--- src/rtl/build_hash_issue_pkg.sv ---
// Shared definitions for the hash-join build issue path.
//   HASH_MULT          : 64-bit multiplicative (Fibonacci) hash constant
//   *_DEF              : default bucket/entry/address geometry
//   state_e            : issue FSM encoding (IDLE=0, RUN=1, DRAIN=2, DONE=3)
//   req_data_t         : 128-bit write data, key in [63:0], payload in [127:64]
package build_hash_issue_pkg;

    localparam logic [63:0] HASH_MULT       = 64'h9E3779B97F4A7C15;
    localparam int          HASH_BITS_DEF   = 16;
    localparam int          ENTRY_SHIFT_DEF = 4;
    localparam int          ADDR_W_DEF      = 48;

    typedef enum logic [1:0] {
        ST_IDLE  = 2'd0,
        ST_RUN   = 2'd1,
        ST_DRAIN = 2'd2,
        ST_DONE  = 2'd3
    } state_e;

    // Packed MSB-first, so payload lands in [127:64] and key in [63:0].
    typedef struct packed {
        logic [63:0] payload;
        logic [63:0] key;
    } req_data_t;

endpackage

--- src/rtl/build_hash_issue_mult_hash_stage.sv ---
// Registered 64x64 truncated multiply with bucket extraction.
// Shared with the probe engine, so it carries the key/payload alongside
// the product and exposes a valid bit.
//   clk, rst_n      : clock, async active-low reset
//   in_valid        : in_key/in_payload carry a tuple this cycle
//   in_key/payload  : tuple fields
//   s1_valid_out    : registered tuple valid
//   s1_key_out      : registered key
//   s1_payload_out  : registered payload
//   bucket_out      : top HASH_BITS of the registered product
module mult_hash_stage
    import build_hash_issue_pkg::*;
#(
    parameter int          HASH_BITS = HASH_BITS_DEF,
    parameter logic [63:0] MULT      = HASH_MULT
) (
    input  logic                 clk,
    input  logic                 rst_n,
    input  logic                 in_valid,
    input  logic [63:0]          in_key,
    input  logic [63:0]          in_payload,
    output logic                 s1_valid_out,
    output logic [63:0]          s1_key_out,
    output logic [63:0]          s1_payload_out,
    output logic [HASH_BITS-1:0] bucket_out
);

    logic        vld_d, vld_q;
    logic [63:0] prod_d, prod_q;
    logic [63:0] key_d, key_q;
    logic [63:0] payload_d, payload_q;

    // Only load on valid data so idle cycles do not toggle the wide regs.
    always_comb begin
        vld_d     = in_valid;
        prod_d    = prod_q;
        key_d     = key_q;
        payload_d = payload_q;
        if (in_valid) begin
            prod_d    = in_key * MULT;   // 64-bit result = product mod 2^64
            key_d     = in_key;
            payload_d = in_payload;
        end
    end

    always_ff @(posedge clk or negedge rst_n) begin
        if (!rst_n) begin
            vld_q     <= 1'b0;
            prod_q    <= '0;
            key_q     <= '0;
            payload_q <= '0;
        end else begin
            vld_q     <= vld_d;
            prod_q    <= prod_d;
            key_q     <= key_d;
            payload_q <= payload_d;
        end
    end

    assign s1_valid_out   = vld_q;
    assign s1_key_out     = key_q;
    assign s1_payload_out = payload_q;
    // Multiplicative hashing: the high bits mix every key bit.
    assign bucket_out     = prod_q[63 -: HASH_BITS];

endmodule

--- src/rtl/build_hash_issue.sv ---
// Hash-table build issue stage. Pops (key, payload) pairs from the dual-lane
// tuple FIFO, hashes the key and emits one 16 B entry write per tuple.
//   clk, rst_n        : clock, async active-low reset
//   start_in          : pulse; latches num_tuples_in/base_addr_in, starts run
//   num_tuples_in     : tuples to consume
//   base_addr_in      : table base (entry aligned)
//   fifo_empty_in     : either FIFO lane empty
//   fifo_read_en_out  : pop both lanes, data valid next cycle
//   fifo_key_in       : lane 0 data
//   fifo_payload_in   : lane 1 data
//   req_afull_in      : downstream request FIFO almost full
//   req_valid_out     : write request valid (one cycle per tuple)
//   req_addr_out      : entry address
//   req_data_out      : {payload, key}
//   req_bucket_out    : bucket index
//   busy_out          : run or drain in progress
//   done_out          : run complete, held until next start
//   tuple_count_out   : requests emitted this run
module build_hash_issue
    import build_hash_issue_pkg::*;
#(
    parameter int          HASH_BITS   = HASH_BITS_DEF,
    parameter int          ENTRY_SHIFT = ENTRY_SHIFT_DEF,
    parameter int          ADDR_W      = ADDR_W_DEF,
    parameter logic [63:0] MULT        = HASH_MULT
) (
    input  logic                 clk,
    input  logic                 rst_n,
    input  logic                 start_in,
    input  logic [31:0]          num_tuples_in,
    input  logic [ADDR_W-1:0]    base_addr_in,
    input  logic                 fifo_empty_in,
    output logic                 fifo_read_en_out,
    input  logic [63:0]          fifo_key_in,
    input  logic [63:0]          fifo_payload_in,
    input  logic                 req_afull_in,
    output logic                 req_valid_out,
    output logic [ADDR_W-1:0]    req_addr_out,
    output logic [127:0]         req_data_out,
    output logic [HASH_BITS-1:0] req_bucket_out,
    output logic                 busy_out,
    output logic                 done_out,
    output logic [31:0]          tuple_count_out
);

    state_e              state_d, state_q;
    logic [31:0]         num_d, num_q;
    logic [ADDR_W-1:0]   base_d, base_q;
    logic [31:0]         issued_d, issued_q;
    logic [31:0]         emitted_d, emitted_q;
    logic                rd_vld_d, rd_vld_q;    // FIFO dout valid this cycle
    logic                req_valid_d, req_valid_q;
    logic [ADDR_W-1:0]   req_addr_d, req_addr_q;
    req_data_t           req_data_d, req_data_q;
    logic [HASH_BITS-1:0] req_bucket_d, req_bucket_q;

    logic                 s1_valid;
    logic [63:0]          s1_key;
    logic [63:0]          s1_payload;
    logic [HASH_BITS-1:0] s1_bucket;
    logic [ADDR_W-1:0]    bucket_ext;
    logic                 pop;

    // Afull is checked before empty matters: any pop with afull high could
    // overrun the 3-entry slack budgeted downstream.
    assign pop = (state_q == ST_RUN) && !fifo_empty_in && !req_afull_in &&
                 (issued_q != num_q);

    mult_hash_stage #(
        .HASH_BITS (HASH_BITS),
        .MULT      (MULT)
    ) u_hash (
        .clk            (clk),
        .rst_n          (rst_n),
        .in_valid       (rd_vld_q),
        .in_key         (fifo_key_in),
        .in_payload     (fifo_payload_in),
        .s1_valid_out   (s1_valid),
        .s1_key_out     (s1_key),
        .s1_payload_out (s1_payload),
        .bucket_out     (s1_bucket)
    );

    always_comb begin
        bucket_ext                  = '0;
        bucket_ext[HASH_BITS-1:0]   = s1_bucket;
    end

    // Control FSM and counters.
    always_comb begin
        state_d   = state_q;
        num_d     = num_q;
        base_d    = base_q;
        issued_d  = issued_q;
        emitted_d = emitted_q;
        rd_vld_d  = pop;

        if (pop)      issued_d  = issued_q + 32'd1;
        if (s1_valid) emitted_d = emitted_q + 32'd1;

        case (state_q)
            ST_IDLE, ST_DONE: begin
                // Pipeline is empty here, so clearing the counters is safe.
                if (start_in) begin
                    state_d   = ST_RUN;
                    num_d     = num_tuples_in;
                    base_d    = base_addr_in;
                    issued_d  = '0;
                    emitted_d = '0;
                end
            end
            ST_RUN: begin
                if (issued_q == num_q) state_d = ST_DRAIN;
            end
            ST_DRAIN: begin
                if (!rd_vld_q && !s1_valid && !req_valid_q) state_d = ST_DONE;
            end
            default: state_d = ST_IDLE;
        endcase
    end

    // Output register: address add sits here, after the bucket is registered.
    always_comb begin
        req_valid_d  = s1_valid;
        req_addr_d   = req_addr_q;
        req_data_d   = req_data_q;
        req_bucket_d = req_bucket_q;
        if (s1_valid) begin
            req_addr_d         = base_q + (bucket_ext << ENTRY_SHIFT);
            req_data_d.key     = s1_key;
            req_data_d.payload = s1_payload;
            req_bucket_d       = s1_bucket;
        end
    end

    always_ff @(posedge clk or negedge rst_n) begin
        if (!rst_n) begin
            state_q      <= ST_IDLE;
            num_q        <= '0;
            base_q       <= '0;
            issued_q     <= '0;
            emitted_q    <= '0;
            rd_vld_q     <= 1'b0;
            req_valid_q  <= 1'b0;
            req_addr_q   <= '0;
            req_data_q   <= '0;
            req_bucket_q <= '0;
        end else begin
            state_q      <= state_d;
            num_q        <= num_d;
            base_q       <= base_d;
            issued_q     <= issued_d;
            emitted_q    <= emitted_d;
            rd_vld_q     <= rd_vld_d;
            req_valid_q  <= req_valid_d;
            req_addr_q   <= req_addr_d;
            req_data_q   <= req_data_d;
            req_bucket_q <= req_bucket_d;
        end
    end

    assign fifo_read_en_out = pop;
    assign req_valid_out    = req_valid_q;
    assign req_addr_out     = req_addr_q;
    assign req_data_out     = req_data_q;
    assign req_bucket_out   = req_bucket_q;
    assign busy_out         = (state_q == ST_RUN) || (state_q == ST_DRAIN);
    assign done_out         = (state_q == ST_DONE);
    assign tuple_count_out  = emitted_q;

endmodule

--- config.mk ---
export PLATFORM = sky130hd
export DESIGN_NAME = build_hash_issue
export DESIGN_NICKNAME = d
export VERILOG_FILES = /design/src/rtl/build_hash_issue_pkg.sv /design/src/rtl/build_hash_issue_mult_hash_stage.sv /design/src/rtl/build_hash_issue.sv
export SDC_FILE = /design/constraint.sdc
export NUM_CORES = 2
export LEC_CHECK = 0
export BUFFER_PORTS_ARGS = -buffer_cell sky130_fd_sc_hd__buf_4
export CAP_MARGIN = 20
export CORE_MARGIN = 5
export CORE_UTILIZATION = 45
export DETAILED_ROUTE_END_ITERATION = 10
export MAX_ROUTING_LAYER = met4
export SYNTH_ARGS = -nofsm -noshare
export SYNTH_HDL_FRONTEND = slang
export SYNTH_HIERARCHICAL = 1
export SYNTH_SLANG_ARGS = --single-unit
--- constraint.sdc ---
create_clock -name clk -period 3.25 [get_ports clk]
set_input_delay 0.325 -clock clk [delete_from_list [all_inputs] [get_ports clk]]
set_output_delay 0.325 -clock clk [all_outputs]
set_load 0.1 [all_outputs]
==> summary.md <==
| Metric | Value |
|---|---|
| Post-synth ARST share | 100% |
| Mapped Area | 52300 um^2 |
| Initial Utilization | 45.1% |
| EDFF count, synth | 0 |
| Hold Startpoint | fifo_key_in[54] |
| Outcome | complete, but fails checks |
| Layout net count | 7646 |
| Die area | 123000 um^2 |
| Mean Syn Cell Area | 10.9 um^2 |
| Num CTS Buffers | 54 |
| Worst-Margin Slew | 0.940 ns |
| Setup Skew | 0.0775 ns |
| CP Capture Type | flop |
| Routed vias/inst | 5.06 |
| RePlAce Congestion | 1.09 |
| DP HPWL | 157000 um |
| TritonRoute pass-1 iters | 6 |
| Core Area | 116000 um^2 |
| Worst path most repeated cell | fa_1 |
| R2R setup slack | 0.38 ns |
| Hold path depth | 3 |
| Post-synthesis sequential area ratio | 23.2% |
| Max-slew violation count | 0 |
| Starting DRT DRC Count | 2641 |
| R2R cell count | 10 |
| Post-route DRC violation count | 0 |
| CP max-delay cell | fa_2 |
| Worst reg2reg path endpoint | req_addr_out[34]$_DFFE_PN0P_ |
| Register bit total from synthesis | 485 |
| Critical Path Fanout Max | 3 |
| Setup WS pre-CTS | -5.00 ns |
| Worst skew pair latency | 0.67 ns |
| Max Root-Sink Buffers | 3 |
| Worst Hold Endpoint | u_hash/s1_key_out[54]$_DFFE_PN0P_ |
| Final WL | 182000 um |
| WP data arrival | 7.99 ns |
| Unrepaired setup endpoints after global routing | true |
| Max Cap Viol | 0 |
| Worst EP required | 3.81 ns |
| Root buffer cell | clkbuf_16 |
| IO Pins | 441 |
| Part of the cycle the worst path needs | 229% |
| Worst r2r src | u_hash/prod_q[48]$_DFFE_PN0P_ |
| Fin. Hold Viols | 0 |
| Pin count of the biggest net entering global routing | 127 |
| YS warnings | 6 |
| Area after DPL | 62100 um^2 |
| Startpoint types | input pin |
| Overall die height | 351 um |
| Vias | 38200 |
| Antenna-violating nets left | 0 |
| Net count after synthesis | 6441 |
| Max incr delay on CP | 0.55 ns |
| Crit path time final | 7.43 ns |
| P&R area growth vs syn | 26.7% |
| Relative slew slack | 37.4% |
| Total gr overflow | 0 |
| Number of global-route vias before repair | 41700 |
| Sink Count | 485 |
| WS Path Type | in2reg |
| Failing checks | setup timing |
| Clock slew at reported path FFs | 0.06 ns |
| Drt wl/cell | 24.0 um |
| Design area | 66300 um^2 |
| # setup viols final | 16 |
| CTS tree | built |
| First-pass GRT wire length | 270000 um |
| FP Rows | 125 |
| Final WS setup | -4.18 ns |
| Overall routing resource usage | 30.9% |
| Highest clock rate | 135 MHz |
| H-tree levels | 2 |
| Final hold slack | 0.0593 ns |
| Die X-Extent | 351 um |
| Initial antenna violation count | 4 |
| Port bufs | 440 |
| Fraction of layout cells with a size suffix above 1 | 27.3% |
| Top_reg_cell synth | dfrtp_1 |
| Post-Syn Instances | 4779 |
| Worst Hold Class | in2reg |
| Cell variety after synth | 90 |
[synth_stat cells (42+ instances only)]
master / number / area (um^2)
mux2_2: 295 / 3320
clkbuf_1: 68 / 255
nand3_1: 42 / 210
xor2_1: 70 / 613
nor2_1: 96 / 360
xnor2_1: 90 / 788
ha_1: 582 / 7280
o21ai_0: 55 / 275
dfrtp_1: 485 / 12100
fa_1: 867 / 17400
a21oi_1: 74 / 370
nand2_1: 329 / 1230
inv_1: 1309 / 4910
[state kept, by name (all words and copies together), names as in the netlist]
signal	cells
req_data_out	128
u_hash/s1_valid_out	1
base_q	48
u_hash/prod_q	18
state_q	2
issued_q	32
u_hash/s1_payload_out	64
req_valid_out	1
u_hash/s1_key_out	62
req_bucket_out	16
num_q	32
req_addr_out	48
rd_vld_q	1
tuple_count_out	32
[routing by layer]
layer	track usage (%)	wire (um)	vias to the layer above
met5	-	0	-
met4	12.5	9560	0
met3	6.10	13200	273
met2	47.1	81800	1233
met1	40.9	77000	19500
li1	-	-	17200
[stage by stage]
step / util (%) / TNS (ns) / cells
finish: 57.2 / -65.14 / 7552
CTS: 57.0 / -64.14 / 7539
detailed placement: 53.6 / -77.52 / 7263
global placement: 53.6 / -76.46 / 7263
global route: 57.2 / -68.85 / 7552
floorplan: - / -66.72 / 4779
[critical path, delay by kind of cell]
kind | cells | cell delay, ns
buffers and inverters | 10 | 0.85
XOR/XNOR | 1 | 0.11
AO/OA/AOI/OAI | 2 | 0.40
multiplexers | 1 | 0.26
adder cells (fa/ha/maj) | 11 | 5.36
AND/OR/NAND/NOR | 4 | 0.68
[worst max-delay path by stage]
| stage | start | slack (ns) | cells after the start | endpoint |
|---|---|---|---|---|
| final | fifo_key_in[33] | -4.18 | 29 | u_hash/prod_q[59]$_DFFE_PN0P_ |
| after global routing | fifo_key_in[33] | -4.42 | 30 | u_hash/prod_q[60]$_DFFE_PN0P_ |
| after CTS | fifo_key_in[33] | -4.14 | 30 | u_hash/prod_q[54]$_DFFE_PN0P_ |
| after detailed placement | fifo_key_in[32] | -5.00 | 30 | u_hash/prod_q[54]$_DFFE_PN0P_ |
| after global placement | fifo_key_in[32] | -4.92 | 30 | u_hash/prod_q[54]$_DFFE_PN0P_ |
| after floorplan | fifo_key_in[32] | -4.43 | 29 | u_hash/prod_q[54]$_DFFE_PN0P_ |
[what timing repair did]
action / 4_1_cts / 5_1_grt
hold buffers: 160 / 0
buffers inserted: 22 / 12
resized for setup: 113 / 27
pin swaps: 72 / 16
setup endpoints to repair: 16 / 17
hold endpoints to repair: 227 / 0
[cells by family (layout without fill, tap and decap cells)]
family | count (synthesis) | count (layout) | synth area share [%]
buffers and inverters | 1395 | 2642 | 10.1
DFF | 485 | 485 | 23.2
xor gates and xnor gates | 160 | 160 | 2.68
muxes | 303 | 303 | 6.52
adders and majority gates | 1449 | 1449 | 47.1
and+or+nand+nor | 652 | 652 | 5.93
AOI/OAI and AO/OA | 335 | 335 | 4.51
other | 0 | 2 | 0
[placed cells by master, fill, tap and decap left out, types with 12 or more instances in the layout]
cell | netlist | final
o211ai_1 | 23 | 23
xor2_1 | 70 | 69
mux2_2 | 295 | 288
buf_12 | 0 | 18
dfrtp_1 | 485 | 483
ha_4 | 0 | 12
nor2_1 | 96 | 95
xnor2_1 | 90 | 87
a21oi_2 | 6 | 19
ha_1 | 582 | 567
inv_1 | 1309 | 1262
o21ai_1 | 15 | 15
nor3_1 | 17 | 15
dlygate4sd3_1 | 0 | 160
buf_6 | 1 | 20
nand3_1 | 42 | 42
nand4_1 | 31 | 31
or4_1 | 27 | 27
a21oi_1 | 74 | 60
fa_2 | 0 | 39
o31ai_1 | 15 | 15
nand2_1 | 329 | 326
clkbuf_16 | 0 | 54
fa_1 | 867 | 828
o21ai_0 | 55 | 50
a21o_1 | 39 | 39
nor4_1 | 15 | 14
buf_4 | 3 | 1032
a31oi_1 | 21 | 20
inv_2 | 0 | 40
clkbuf_8 | 1 | 14
or3_1 | 22 | 21
[layout make-up]
type	count	area, um^2
Inverter	1309	4940
Clock buffer	78	1580
Tap cell	1524	1910
Timing Repair Buffer	1235	10000
Sequential cell	485	12100
Multi-Input combinational cell	2899	35400
Fill cell	9972	49600
Antenna cell	2	5.00
Clock inverter	20	295
Power is not shown: default switching activity piles up to over one toggle a cycle in this logic, so the estimate is an artifact.
